--- src/rtl/thunderbird_seq.sv ---
`default_nettype none
// +--------------------------------------------------------------------------+
// | Module : thunderbird_seq                                                 |
// | Brief  : One-side Thunderbird tail-light sequencer, cumulative A->B->C.  |
// |          Optional macro THUNDERBIRD_MIRROR_EN bit-reverses the right side.|
// | Rev    : 1.0  initial release                                            |
// +--------------------------------------------------------------------------+
module thunderbird_seq #(
  parameter int unsigned STEP_DIV = 1
) (
  input  logic       clk,
  input  logic       rst,
  input  logic       isLeft,
  input  logic       enable,
  output logic [2:0] output_state
);

  localparam int unsigned    CNT_W   = (STEP_DIV > 1) ? $clog2(STEP_DIV) : 1;
  localparam logic [CNT_W-1:0] CNT_MAX = CNT_W'(STEP_DIV - 1);

  // State encodings double as the lamp pattern for the unmirrored side.
  localparam logic [2:0] ST_IDLE = 3'b000;
  localparam logic [2:0] ST_S1   = 3'b001;
  localparam logic [2:0] ST_S2   = 3'b011;
  localparam logic [2:0] ST_S3   = 3'b111;

  logic [2:0]       state_q, state_d;
  logic [CNT_W-1:0] step_cnt_q, step_cnt_d;
  logic [2:0]       output_state_q, output_state_d;
  logic             tick;

  assign tick = (step_cnt_q == CNT_MAX);

  // State register, prescaler and output register.
  always_ff @(posedge clk) begin
    if (rst) begin
      state_q        <= ST_IDLE;
      step_cnt_q     <= '0;
      output_state_q <= 3'b000;
    end else begin
      state_q        <= state_d;
      step_cnt_q     <= step_cnt_d;
      output_state_q <= output_state_d;
    end
  end

  // Prescaler held at zero while idle so the first step lands STEP_DIV cycles after a request.
  always_comb begin
    step_cnt_d = step_cnt_q + 1'b1;
    if ((state_q == ST_IDLE) && !enable) begin
      step_cnt_d = '0;
    end else if (tick) begin
      step_cnt_d = '0;
    end
  end

  always_comb begin
    state_d = state_q;
    case (state_q)
      ST_IDLE: if (tick && enable) state_d = ST_S1;
      ST_S1:   if (tick)           state_d = ST_S2;
      ST_S2:   if (tick)           state_d = ST_S3;
      ST_S3:   if (tick)           state_d = ST_IDLE;
      default:                     state_d = ST_IDLE;
    endcase
  end

  // Output decodes the next state so the register tracks the current state with no extra lag.
  always_comb begin
    output_state_d = 3'b000;
    case (state_d)
      ST_S1:   output_state_d = 3'b001;
      ST_S2:   output_state_d = 3'b011;
      ST_S3:   output_state_d = 3'b111;
      default: output_state_d = 3'b000;
    endcase
`ifdef THUNDERBIRD_MIRROR_EN
    if (!isLeft) begin
      output_state_d = {output_state_d[0], output_state_d[1], output_state_d[2]};
    end
`endif
  end

`ifndef THUNDERBIRD_MIRROR_EN
  logic unused_isleft;
  assign unused_isleft = isLeft;
`endif

  assign output_state = output_state_q;

endmodule
`default_nettype wire

--- config.mk ---
export PLATFORM = sky130hd
export DESIGN_NAME = thunderbird_seq
export DESIGN_NICKNAME = d
export VERILOG_FILES = /design/src/rtl/thunderbird_seq.sv
export SDC_FILE = /design/constraint.sdc
export NUM_CORES = 1
export LEC_CHECK = 0
export ABC_AREA = 1
export BUFFER_PORTS_ARGS = -buffer_cell sky130_fd_sc_hd__clkbuf_2
export CAP_MARGIN = 5
export CORE_AREA = 5 5 42 44
export CTS_CLUSTER_DIAMETER = 200
export DETAILED_ROUTE_END_ITERATION = 7
export DIE_AREA = 0 0 47 49
export PLACE_DENSITY = 0.34
export SYNTH_ARGS = -nofsm -noshare
export SYNTH_HDL_FRONTEND = slang
export SYNTH_SLANG_ARGS = --single-unit
--- constraint.sdc ---
create_clock -name clk -period 1.15 [get_ports clk]
set_clock_uncertainty 0.2 [all_clocks]
set_input_delay 0.23 -clock clk [delete_from_list [all_inputs] [get_ports clk]]
set_output_delay 0.23 -clock clk [all_outputs]
set_load 0.1 [all_outputs]
==> flow_summary.json <==
{
  "fin_area_um2": 357,
  "placed_area_um2": 330,
  "p_clk_frac": 0.396,
  "ios": 7,
  "ys_seq_elements": 7,
  "cts_tree": "yes",
  "grtUsageTotal": 0.0502,
  "dr.pass1.iters": 1,
  "wirelength_um": 414,
  "p_int_uw": 409,
  "fp.dieH_um": 49,
  "critPathMaxStageDelay_ps": 340,
  "p_seq_frac": 0.484,
  "vias_per_cell": 3.60,
  "drive_above_1_share": 0.361,
  "synthXorXnorAreaFrac": 0.0370,
  "fin_cells": 52,
  "synthDistinctLibCells": 12,
  "hold_class": "in2reg",
  "leakage_uw": 0.000147,
  "cap_violations": 0,
  "dieArea_mm2": 0.00230,
  "wl_per_cell_um": 7.96,
  "setup_tns_ps": -92.4,
  "antenna_found_initial": 0,
  "yosys.area_share.simple": 0.169,
  "p_sw_uw": 133,
  "status": "finished, violations left",
  "grt_pass1_wl_um": 759,
  "finalSetupViolCount": 3,
  "dp_hpwl_um": 331,
  "synth-compound-area-share": 0.122,
  "layout_min_cycle_time_ps": 1180,
  "yosys.area.top_type": "dfxtp_1",
  "die_w_um": 47,
  "synth_mux_area_frac": 0,
  "clockBufferDepth": 2,
  "routabilityCongestion": 0.736,
  "clk_pin_slew_ps": 50,
  "violations": "setup timing",
  "cts_sinks": 7,
  "rows": 14,
  "crit_family": "flip-flops",
  "postCtsSetupBuffers": 0,
  "arrival_ps": 750,
  "finalNetCount": 41,
  "crit_path_top_delay_cell": "dfxtp_2",
  "timing.fmax_mhz": 846,
  "power.share.combinational": 0.120,
  "portBuffers": 5,
  "critical_path.cell_chain": "buf_12",
  "cts_buffers": 3,
  "via_count": 187,
  "layout_common_cells": "nand2_1, a21oi_1, dfxtp_1",
  "post-route-drc-count": 0,
  "pwr_density_cell_mw_per_mm2": 1520,
  "synth-adder-area-share": 0,
  "syn_inst": 27,
  "core_mm2": 0.00140,
  "crit_type": "reg2out",
  "ant_nets": 0,
  "required_ps": 720,
  "synth_top_family_by_area": "simple AND/OR/NAND/NOR gates",
  "n_antenna_cell": 0,
  "cts.htree.levels": 1,
  "synth_top_area_frac": 0.593,
  "layout_setup_ws_ps": -32.3,
  "drt_iter0_drc": 0,
  "maxSlewViolCount": 0,
  "rsz0062_at_grt": "yes",
  "startpoint_type": "flip-flop",
  "ys_warn_count": 0,
  "place_inst": 48,
  "swShare": 0.246,
  "postCtsHoldBufs": 0,
  "cts_resized": 0,
  "crit_buf_inv": 1,
  "peakVddDrop_v": 0.000696,
  "areaGrowthSynthToFinish_pct": 50.8,
  "ys_top_cells_by_area": "dfxtp_1, a21oi_1, nand2_1",
  "syn_avg_cell_area_um2": 8.76,
  "worstSkewPairLatency_ps": 240,
  "grt_pass1_vias": 187,
  "worstSetupEndpointType": "output port",
  "syn_area_um2": 236,
  "synth-seq-area-share": 0.593,
  "hold_violations": 0,
  "grt-ovfl-total": 0,
  "floorplan.initialDensity": 0.169,
  "syn_nets": 31,
  "finalCritPeriodShare": 1.03,
  "root_buffer": "clkbuf_4",
  "grt_max_degree": 7,
  "cp_max_fo": 1
}
==> area by class of cell <==
| cell class | count | area (um2) |
|---|---|---|
| flip-flops and latches | 7 | 144 |
| inverters | 4 | 15.0 |
| multi-input cells | 16 | 81.3 |
| well taps | 16 | 20.0 |
| clock buffers | 4 | 26.3 |
| fillers | 158 | 1040 |
| repair buffers | 5 | 70.1 |
==> cell usage after synthesis <==
master,count
a21oi_1,4
conb_1,1
clkinv_1,1
xor2_1,1
dfxtp_1,7
nand3_1,1
nor3_1,2
nor2_1,1
o21ai_2,1
nand2_1,4
nand2_2,1
inv_1,3
==> power groups by stage <==
stage	Clock (uW)	Sequential, uW	Combinational [uW]
after floorplan	0	292	13.7
after global placement	0	267	64.7
after detailed placement	0	267	65.6
after CTS	230	262	65.6
after global routing	251	263	70.4
final	215	262	65.0
==> logic make-up (layout without fill, tap and decap cells) <==
family	after synthesis	in the layout
flops	7	7
xor+xnor	1	1
compound gates	5	5
simple gates	9	9
other cells	1	1
buf+inv	4	13
==> metal layers <==
layer | part of all wire | GRT usage | wire, um
met5 | 0 | 0 | 0
met4 | 0 | 0.0138 | 0
met3 | 0.13 | 0.0664 | 55
met2 | 0.49 | 0.0679 | 201
met1 | 0.38 | 0.0445 | 157
==> through the flow <==
stage	util	hold WS, ps	setup WS (ps)	power, uW
after floorplan	-	91.7	94.2	306
after global placement	0.236	277	143	332
after detailed placement	0.236	275	112	333
after CTS	0.254	4.08	-46.2	557
after global routing	0.254	9.02	-78.6	585
final	0.254	14.7	-32.3	542
==> path summary, 6_finish.rpt <==
kind,slack [ps],cells past startpoint,end,startpoint
max,-30,1,output_state[0],output_state[0]$_SDFF_PP0_
min,10,2,output_state[1]$_SDFF_PP0_,rst
max reg2reg,110,5,state_q[0]$_SDFF_PP0_,step_cnt_q$_SDFF_PP0_
min reg2reg,290,2,output_state[2]$_SDFF_PP0_,state_q[1]$_SDFF_PP0_
==> state kept, by name, indices dropped and copies added (netlist names) <==
register and count:
step_cnt_q 1, output_state 3, state_q 3
No activity file was read; power rests on OpenSTA's default activity.
